<file path="src/rtl/hk_spi_pkg.sv">
// rtl/hk_spi_pkg.sv - shared types and command decode for the housekeeping SPI pass-thru
package hk_spi_pkg;

    typedef enum logic [2:0] {
        ST_IDLE,
        ST_CMD,
        ST_PASS,
        ST_FOREIGN,
        ST_DROP
    } state_e;

    localparam int         MAX_TARGETS     = 8;
    localparam logic [7:0] PT_CMD_BASE_DEF = 8'hC4;

    typedef struct packed {
        logic       match;
        logic [2:0] idx;
    } tgt_sel_t;

    // Commands below the base wrap to a large offset and so never match.
    function automatic tgt_sel_t tgt_of_cmd(input logic [7:0] cmd,
                                            input logic [7:0] base,
                                            input int         n_targets);
        tgt_sel_t   r;
        logic [7:0] off;
        off     = cmd - base;
        r.idx   = off[3:1];
        r.match = (off[0] == 1'b0) && (off[7:1] < 7'(n_targets));
        return r;
    endfunction

endpackage

</file>
<file path="src/rtl/hk_spi_passthru_mux_sync.sv">
// rtl/hk_spi_passthru_mux_sync.sv - host pin synchroniser with SCK/CSB edge pulses
module hk_spi_sync #(
    parameter int STAGES = 2
) (
    input  logic clock,
    input  logic resetn,
    input  logic sck_i,
    input  logic csb_i,
    input  logic sdi_i,
    output logic sck_o,
    output logic sdi_o,
    output logic sck_rise_o,
    output logic csb_fall_o,
    output logic csb_rise_o
);

    // Bit order {sck, csb, sdi}; CSB resets high so no start is seen out of reset.
    logic [2:0] stage_q [STAGES];
    logic [1:0] prev_q;

    always_ff @(posedge clock) begin
        if (!resetn) begin
            for (int i = 0; i < STAGES; i++) begin
                stage_q[i] <= 3'b010;
            end
            prev_q <= 2'b01;
        end else begin
            stage_q[0] <= {sck_i, csb_i, sdi_i};
            for (int i = 1; i < STAGES; i++) begin
                stage_q[i] <= stage_q[i-1];
            end
            prev_q <= stage_q[STAGES-1][2:1];
        end
    end

    assign sck_o      = stage_q[STAGES-1][2];
    assign sdi_o      = stage_q[STAGES-1][0];
    assign sck_rise_o = stage_q[STAGES-1][2] & ~prev_q[1];
    assign csb_fall_o = ~stage_q[STAGES-1][1] & prev_q[0];
    assign csb_rise_o = stage_q[STAGES-1][1] & ~prev_q[0];

endmodule

</file>
<file path="src/rtl/hk_spi_passthru_mux.sv">
// rtl/hk_spi_passthru_mux.sv - decodes the first host SPI byte and forwards pass-thru traffic to a target
module hk_spi_passthru_mux
    import hk_spi_pkg::*;
#(
    parameter int         N_TARGETS   = 2,
    parameter logic [7:0] PT_CMD_BASE = PT_CMD_BASE_DEF,
    parameter int         SYNC_STAGES = 2,
    parameter int         CNT_W       = 16
) (
    input  logic                 clock,
    input  logic                 resetn,
    input  logic                 hk_sck,
    input  logic                 hk_csb,
    input  logic                 hk_sdi,
    output logic                 hk_sdo,
    output logic                 hk_sdo_oe,
    input  logic [N_TARGETS-1:0] target_en,
    input  logic [N_TARGETS-1:0] tgt_miso,
    output logic [N_TARGETS-1:0] tgt_csb,
    output logic [N_TARGETS-1:0] tgt_sck,
    output logic [N_TARGETS-1:0] tgt_mosi,
    output logic [2:0]           active_tgt,
    output logic                 busy,
    output logic                 hold_reset,
    output logic                 cmd_err,
    output logic [CNT_W-1:0]     byte_cnt
);

    localparam logic [CNT_W-1:0] CNT_ONE = 1;

    logic sck_s, sdi_s, sck_rise, csb_fall, csb_rise;

    hk_spi_sync #(.STAGES(SYNC_STAGES)) u_sync (
        .clock      (clock),
        .resetn     (resetn),
        .sck_i      (hk_sck),
        .csb_i      (hk_csb),
        .sdi_i      (hk_sdi),
        .sck_o      (sck_s),
        .sdi_o      (sdi_s),
        .sck_rise_o (sck_rise),
        .csb_fall_o (csb_fall),
        .csb_rise_o (csb_rise)
    );

    state_e                 state_q;
    logic [2:0]             bit_cnt_q;
    logic [6:0]             shift_q;
    logic [2:0]             tgt_q;
    logic                   sck_arm_q;
    logic [CNT_W-1:0]       byte_cnt_q;
    logic [N_TARGETS-1:0]   tgt_csb_q, tgt_sck_q, tgt_mosi_q;
    logic                   hk_sdo_q, hk_sdo_oe_q, busy_q, hold_q, cmd_err_q;

    logic [7:0]             cmd_d;
    tgt_sel_t               dec_d;
    logic                   en_d;
    logic [N_TARGETS-1:0]   sel_d, new_sel_d;

    always_comb begin
        cmd_d     = {shift_q, sdi_s};
        dec_d     = tgt_of_cmd(cmd_d, PT_CMD_BASE, N_TARGETS);
        en_d      = 1'b0;
        sel_d     = '0;
        new_sel_d = '0;
        for (int i = 0; i < N_TARGETS; i++) begin
            sel_d[i]     = (tgt_q == 3'(i));
            new_sel_d[i] = (dec_d.idx == 3'(i));
            if (dec_d.idx == 3'(i)) begin
                en_d = target_en[i];
            end
        end
    end

    always_ff @(posedge clock) begin
        if (!resetn) begin
            state_q     <= ST_IDLE;
            bit_cnt_q   <= '0;
            shift_q     <= '0;
            tgt_q       <= '0;
            sck_arm_q   <= 1'b0;
            byte_cnt_q  <= '0;
            tgt_csb_q   <= '1;
            tgt_sck_q   <= '0;
            tgt_mosi_q  <= '0;
            hk_sdo_q    <= 1'b0;
            hk_sdo_oe_q <= 1'b0;
            busy_q      <= 1'b0;
            hold_q      <= 1'b0;
            cmd_err_q   <= 1'b0;
        end else begin
            cmd_err_q <= 1'b0;
            case (state_q)
                ST_IDLE: begin
                    busy_q      <= 1'b0;
                    hold_q      <= 1'b0;
                    hk_sdo_oe_q <= 1'b0;
                    hk_sdo_q    <= 1'b0;
                    if (csb_fall) begin
                        state_q    <= ST_CMD;
                        bit_cnt_q  <= '0;
                        byte_cnt_q <= '0;
                    end
                end
                ST_CMD: begin
                    if (csb_rise) begin
                        state_q <= ST_IDLE;
                    end else if (sck_rise) begin
                        shift_q   <= cmd_d[6:0];
                        bit_cnt_q <= bit_cnt_q + 3'd1;
                        if (bit_cnt_q == 3'd7) begin
                            if (!dec_d.match) begin
                                state_q <= ST_FOREIGN;
                            end else if (!en_d) begin
                                cmd_err_q <= 1'b1;
                                state_q   <= ST_DROP;
                            end else begin
                                state_q     <= ST_PASS;
                                tgt_q       <= dec_d.idx;
                                tgt_csb_q   <= ~new_sel_d;
                                sck_arm_q   <= 1'b0;
                                busy_q      <= 1'b1;
                                hold_q      <= (dec_d.idx == 3'd0);
                                hk_sdo_oe_q <= 1'b1;
                            end
                        end
                    end
                end
                ST_PASS: begin
                    if (csb_rise) begin
                        state_q    <= ST_IDLE;
                        tgt_csb_q  <= '1;
                        tgt_sck_q  <= '0;
                        tgt_mosi_q <= '0;
                        hk_sdo_q   <= 1'b0;
                    end else begin
                        // SCK is still high from the command's last bit; forward only after it has dropped.
                        tgt_sck_q  <= sel_d & {N_TARGETS{sck_s & sck_arm_q}};
                        tgt_mosi_q <= sel_d & {N_TARGETS{sdi_s}};
                        hk_sdo_q   <= |(tgt_miso & sel_d);
                        if (!sck_s) begin
                            sck_arm_q <= 1'b1;
                        end
                        if (sck_rise) begin
                            bit_cnt_q <= bit_cnt_q + 3'd1;
                            if (bit_cnt_q == 3'd7 && byte_cnt_q != '1) begin
                                byte_cnt_q <= byte_cnt_q + CNT_ONE;
                            end
                        end
                    end
                end
                ST_FOREIGN, ST_DROP: begin
                    if (csb_rise) begin
                        state_q <= ST_IDLE;
                    end
                end
                default: state_q <= ST_IDLE;
            endcase
        end
    end

    assign hk_sdo     = hk_sdo_q;
    assign hk_sdo_oe  = hk_sdo_oe_q;
    assign tgt_csb    = tgt_csb_q;
    assign tgt_sck    = tgt_sck_q;
    assign tgt_mosi   = tgt_mosi_q;
    assign active_tgt = tgt_q;
    assign busy       = busy_q;
    assign hold_reset = hold_q;
    assign cmd_err    = cmd_err_q;
    assign byte_cnt   = byte_cnt_q;

endmodule

</file>
<file path="config.mk">
export PLATFORM = sky130hd
export DESIGN_NAME = hk_spi_passthru_mux
export DESIGN_NICKNAME = d
export VERILOG_FILES = /design/src/rtl/hk_spi_pkg.sv /design/src/rtl/hk_spi_passthru_mux_sync.sv /design/src/rtl/hk_spi_passthru_mux.sv
export SDC_FILE = /design/constraint.sdc
export NUM_CORES = 1
export LEC_CHECK = 0
export BUFFER_PORTS_ARGS = -buffer_cell sky130_fd_sc_hd__buf_2
export CORE_ASPECT_RATIO = 1.75
export CORE_MARGIN = 2
export CORE_UTILIZATION = 45
export DETAILED_ROUTE_END_ITERATION = 10
export PLACE_DENSITY_LB_ADDON = 0.15
export SLEW_MARGIN = 10
export SYNTH_ARGS = -nofsm -noshare
export SYNTH_HDL_FRONTEND = slang
export SYNTH_HIERARCHICAL = 1
export SYNTH_SLANG_ARGS = --single-unit
</file>
<file path="constraint.sdc">
create_clock -name clock -period 6.1 [get_ports clock]
set_input_delay 1.22 -clock clock [delete_from_list [all_inputs] [get_ports clock]]
set_output_delay 1.22 -clock clock [all_outputs]
set_load 0.005 [all_outputs]
</file>
=== After elaboration in Yosys (flattened, before gate mapping) ===
Memory sizes are Yosys's and may differ from the RTL's.
Index checks and enable logic that the tools add are counted.

* Bits in registers: 45
* Memories: 1
* RAM bits: 6
* Word-level logic and storage cells: 139

{| class="wikitable"
|+ Memory list
! name !! depth !! bits a word !! rd ports !! clocked after memory_dff !! write ports !! line !! source
|-
| u_sync.stage_q || 2 || 3 || 2 || 0 || 2 || hk_spi_passthru_mux_sync.sv:18 || <nowiki>logic [2:0] stage_q [STAGES];</nowiki>
|}

* Mux-type cells: 55
* Order comparisons: 1
* Eq/ne operators: 24
* Bitwise logic cells: 20
* Reduce and logical (&&, ||, !) cells: 21
* Add/sub/neg operators: 3

{| class="wikitable"
|+ Operators by type and width
! operator !! number
|-
| $mux 16 || 4
|-
| $mux 3 || 12
|-
| $pmux 16 s2 || 1
|-
| $ne 2x2->1 const B || 12
|-
| $mux 1 || 23
|-
| $add 16x1->16 const B || 1
|-
| $mux 2 || 8
|-
| $ne 16x16->1 const B || 1
|-
| $reduce_and 6->1 || 2
|-
| $not 1->1 || 10
|-
| $eq 3x1->1 const B || 3
|-
| $logic_not 3->1 || 3
|-
| $pmux 3 s3 || 1
|-
| $pmux 1 s2 || 4
|-
| $reduce_and 4->1 || 2
|-
| $reduce_and 8->1 || 1
|-
| $reduce_bool 2->1 || 4
|-
| $sub 8x8->8 const B || 1
|-
| $lt 7x2->1 const B || 1
|-
| $reduce_and 7->1 || 1
|-
| $and 2x2->2 || 3
|-
| $eq 3x2->1 const B || 2
|-
| $eq 3x3->1 const B || 2
|-
| $ne 3x3->1 const B || 2
|-
| 13 further kinds || 20
|}

=== Longest topological paths before layout ===
* Depth in word-level cells: 10
* Depth in mapped cells: 8
* Depth with buffers taken out: 7

=== Cells and area by module ===
The synthesis kept the hierarchy.

{| class="wikitable"
|+ Modules (own cells, without submodules)
! module !! instances !! seq. area each (um^2) !! area each (um^2) !! cells each
|-
| hk_spi_passthru_mux || 1 || 860.8 || 2,092.0 || 246
|-
| hk_spi_sync || 1 || 160.2 || 229.0 || 19
|}

=== Worst setup path before layout ===
No wires, ideal clock.

* Kind: input -> register
* Start point: input target_en[1]
* End point: register tgt_csb_q[0] (netlist: tgt_csb[0])
* Stages on the path: 5
* Library setup time: 0.135 ns
* Slack: 3.674 ns
* Data arrival time: 2.291 ns
* Data required time: 5.965 ns
* Cell sequence: mux2_2 -> nand3_1 -> or4_1 -> nor3_1 -> o21ai_0

* Cells in the longest elaborated chain, start to end: 3

{| class="wikitable"
|+ RTL lines
! item !! line !! source
|-
| from (decl) || hk_spi_passthru_mux.sv:17 || <nowiki>input logic [N_TARGETS-1:0] target_en,</nowiki>
|-
| $mux 1 || hk_spi_passthru_mux.sv:69 || <nowiki>if (dec_d.idx == 3'(i)) begin</nowiki>
|-
| $ne 2x2->1 (no line) || -- ||
|-
| $reduce_and 7->1 (no line) || -- ||
|-
| to (signal assigned) || hk_spi_passthru_mux.sv:120 || <nowiki>tgt_csb_q <= ~new_sel_d;</nowiki>
|-
| to (decl) || hk_spi_passthru_mux.sv:52 || <nowiki>logic [N_TARGETS-1:0] tgt_csb_q, tgt_sck_q, tgt_mosi_q;</nowiki>
|}

Every way passes these cells.
A chain may end at the register's enable or synchronous reset.

=== Worst setup path after layout ===
* Start point: register state_q[2]
* End point: register byte_cnt_q[13] (netlist: byte_cnt[13])

* Cells in the longest elaborated chain, start to end: 3
* Elaborated cells between the ends (all ways): 9

{| class="wikitable"
|+ RTL lines
! item !! line !! source
|-
| from (decl) || hk_spi_passthru_mux.sv:46 || <nowiki>state_e state_q;</nowiki>
|-
| from (signal assigned) || hk_spi_passthru_mux.sv:77 || <nowiki>state_q <= ST_IDLE;</nowiki>
|-
| from (signal assigned) || hk_spi_passthru_mux.sv:100 || <nowiki>state_q <= ST_CMD;</nowiki>
|-
| from (signal assigned) || hk_spi_passthru_mux.sv:107 || <nowiki>state_q <= ST_IDLE;</nowiki>
|-
| $eq 3x2->1 or $logic_not 3->1 (tied branches) || hk_spi_passthru_mux.sv:93 || <nowiki>case (state_q)</nowiki>
|-
| $ne 2x2->1 (no line) or $reduce_bool 2->1 (tied branches) || -- ||
|-
| $reduce_and 5->1 (no line) || -- ||
|-
| to (signal assigned) || hk_spi_passthru_mux.sv:147 || <nowiki>byte_cnt_q <= byte_cnt_q + CNT_ONE;</nowiki>
|-
| to (decl) || hk_spi_passthru_mux.sv:51 || <nowiki>logic [CNT_W-1:0] byte_cnt_q;</nowiki>
|}

Several ways; a longest one is shown, not always the timed one.

==> flow_summary.rst <==
.. list-table::
   :header-rows: 1

   * - Metric
     - Value
   * - Cell Area, Placed
     - roughly 2500 µm²
   * - Core ar.
     - ~5000 µm²
   * - Number of buffers added on ports
     - 38
   * - Wire per inst
     - approximately 14 µm
   * - Sum of negative setup slack
     - 0 ns
   * - Final setup skew
     - 0.00994 ns
   * - Number of pins with negative max-slew slack in the final report
     - 0
   * - WL final
     - around 4.8 mm
   * - Fin crit share
     - between 40% and 50%
   * - Maximum single-stage delay on the critical path
     - ~0.63 ns
   * - Synthesized flop and latch total
     - 51
   * - Top cells by instance count after synthesis
     - 51 x dfxtp_1, 42 x nor2_1, 13 x nand2_1
   * - Number of standard cells after synthesis
     - between 200 and 300
   * - Leakage power of the design
     - 1.08 nW
   * - DR DRC count
     - 0
   * - TritonCTS clock tree
     - built
   * - WP data required
     - around 6.3 ns
   * - FF-to-FF path depth
     - 5
   * - Pwr Density
     - roughly 240 nW/µm²
   * - Peak supply drop
     - roughly 0.21 mV
   * - Cell taking the most area after synthesis
     - dfxtp_1
   * - Final setup violation count
     - 0
   * - Fill cell count
     - 460
   * - Initial Util
     - 46.6%
   * - # nets final
     - 315
   * - Synthesis-to-finish area growth
     - 15.0%
   * - Maximum number of pins on one net before global-route repair
     - 26
   * - Min cycle time layout
     - 2.59 ns
   * - Mapped Nets
     - 279
   * - Count of flip-flops with a built-in enable after synthesis
     - 0
   * - Distinct cell type count after synthesis
     - 52
   * - Portion of synthesized cell area occupied by the leading cell type
     - 44.0%
   * - Number of levels the H-tree was split into
     - 2
   * - Full die area
     - 5770 µm²
   * - Max FO, Critical Path
     - 15
   * - Vertical die dimension
     - about 99 µm
   * - Launching instance or port of the critical path
     - state_q[2]
   * - Final RePlAce weighted congestion
     - around 0.83
   * - Most used flip-flop cell after synthesis
     - dfxtp_1
   * - Number of nets still failing antenna checks after routing
     - 0
   * - CP Capture Type
     - flip-flop
   * - Share of post-route cells with drive strength above 1
     - 16.9%
   * - CTS clk-pin slew, worst paths
     - roughly 0.10 ns
   * - Number of diodes
     - 0
   * - Cell with the most instances after synthesis
     - dfxtp_1
   * - Sequential cell area in the final layout
     - 1020 µm²
   * - Final Total Pwr
     - ~0.64 mW
   * - Number of max-cap violations
     - 0
   * - Total via count after detailed routing
     - ~2k
   * - Highest clock frequency the design can meet
     - about 390 MHz
   * - Number of global-route vias before repair
     - 1851
   * - Clock latency at the later pin of the worst-skew pair
     - about 0.31 ns
   * - Arrival @ worst endpoint
     - between 2 and 3 ns
   * - Buffer cell driving the clock tree root
     - clkbuf_8
   * - Crit path setup slack, layout
     - ~3.5 ns
   * - Length of the first detailed-routing pass in iterations
     - 4
   * - Number of gates resized after CTS
     - 0
   * - Status
     - finished, final reports clean
   * - Worst R2R Start
     - state_q[2]
   * - Clock sink total
     - 51
   * - Site Rows
     - 34
   * - CP Capture Point
     - byte_cnt[13]
   * - Post-cts hold buffer count
     - 0
   * - Area of the multi-input gates
     - approximately 1200 µm²
   * - Hold Crit Class
     - reg -> reg
   * - Post-detailed-placement half-perimeter wirelength
     - ~3.5 mm
   * - Number of buffers created by CTS
     - 5
   * - Final non-filler cell area
     - ~2700 µm²
   * - Routed via count divided by cell count
     - between 5 and 6
   * - Capturing point of the worst reg2reg path
     - byte_cnt[13]
   * - Yosys warnings
     - 6
   * - Series of cell instances along the critical path
     - or2_1, or4_4, or4b_4, or3_1, a21oi_1
   * - Crit Path Class
     - reg -> reg
   * - RSZ-0062 raised after global routing
     - false
   * - Worst slack at placement
     - approximately 3.4 ns
   * - Rel. slew slack
     - 38.7%
   * - Share of flip-flops with an asynchronous set or reset after synthesis
     - 0%
   * - Setup slack, reg-to-reg
     - about 3.5 ns
   * - Number of setup buffers added after CTS
     - 0
   * - Critical path buffers and inverters
     - 0
   * - Kind of start point of the critical path
     - flip-flop
   * - Number of hold violations in the final report
     - 0
   * - Number of I/O pins
     - 39
   * - Cell with the largest stage delay on the worst path
     - or4_4
   * - Dominant cells by area after synthesis
     - dfxtp_1 44%, nor2_1 6.8%, xnor2_1 3.8%
   * - Total global routing track utilization
     - approximately 18%
   * - X dimension of the die
     - about 58 µm
   * - Gr ovfl total
     - 0
   * - Cell family with the largest share of critical-path delay
     - simple AND/OR/NAND/NOR gates
   * - Number of design-rule violations left by the first detailed-router iteration
     - 85
   * - Number of antenna violations at the first check in global routing
     - 0
   * - Synthesized area per cell
     - a little under 9 µm²
   * - Buffers from clock root to sink, at most
     - 2
   * - Critical path depth in cells
     - 5
   * - Sequential element share of the synthesized area
     - between 40% and 50%
   * - Cell area after synthesis
     - about 2300 µm²
   * - Worst slew pin tran
     - 0.918 ns
   * - First-pass GRT wire length
     - 8.27 mm
==> sequential cells by signal, summed over array words and instances, names as in the netlist <==
register	flops
active_tgt	3
bit_cnt_q	3
hold_reset	1
cmd_err	1
state_q	3
shift_q	7
byte_cnt	16
tgt_csb	2
tgt_mosi	2
hk_sdo	1
u_sync/stage_q	6
busy	1
tgt_sck	2
u_sync/prev_q	2
sck_arm_q	1
==> placed cells by master (no fill, tap or decap), types with 9 or more instances in the layout <==
master	count
nand2_1	13
nor2_1	42
xnor2_1	10
buf_2	38
nor4_1	9
dfxtp_1	51
nand3_1	12
o21ai_0	9
==> power breakdown <==
part           internal (mW)  switching (mW)
combinational        0.00636          0.0122
clock                  0.166           0.115
sequential             0.335         0.00185
total                  0.508           0.129
==> stage by stage <==
step,cells,hold WS (ns),utilization [%]
finish,356,0.421,53.6
global route,356,0.434,53.6
CTS,356,0.421,53.6
detailed placement,348,0.397,50.8
global placement,348,0.392,50.8
floorplan,265,0.386,-
==> worst min path at each step <==
stage / start / end / slack [ns] / depth (start not counted)
after global routing: u_sync/stage_q[0][1] / u_sync/stage_q[0][4] / 0.43 / 1
after floorplan: u_sync/stage_q[0][1] / u_sync/stage_q[0][4] / 0.39 / 1
final: u_sync/stage_q[0][1] / u_sync/stage_q[0][4] / 0.42 / 1
after CTS: u_sync/stage_q[0][1] / u_sync/stage_q[0][4] / 0.42 / 1
after detailed placement: u_sync/stage_q[0][1] / u_sync/stage_q[0][4] / 0.40 / 1
after global placement: u_sync/stage_q[0][1] / u_sync/stage_q[0][4] / 0.39 / 1
==> metal layers <==
metal	up-vias	wire, µm	share of wire (%)	global-route usage, %
met5	-	0	0	0
met4	0	82	1.7	8.23
met3	6	153	3.2	3.67
met2	39	2550	53	32.6
met1	915	2020	42	19.9
li1	1018	-	-	-
==> logic make-up after synthesis <==
group                      share of synthesized area (%)
muxes                                               3.07
buffers and inverters                               3.56
AOI/OAI and AO/OA                                   11.5
and+or+nand+nor                                     29.9
adders and majority gates                           2.70
DFF                                                 44.0
xor gates and xnor gates                            5.28
==> final cells by class <==
type                    instances  area share [%]
inverters                       7           0.984
clock buffers                   5            2.58
flip-flops and latches         51            38.2
clock inverters                 3            2.67
repair buffers                 39            7.40
multi-input cells             197            45.6
well taps                      54            2.53
==> worst register-to-register path, cell delays in order (launching register included) <==
cell     delay (ns)
dfxtp_1        0.46
or2_1          0.39
or4_4          0.63
or4b_4         0.59
or3_1          0.31
a21oi_1        0.14
(Power assumes the default switching activity.)
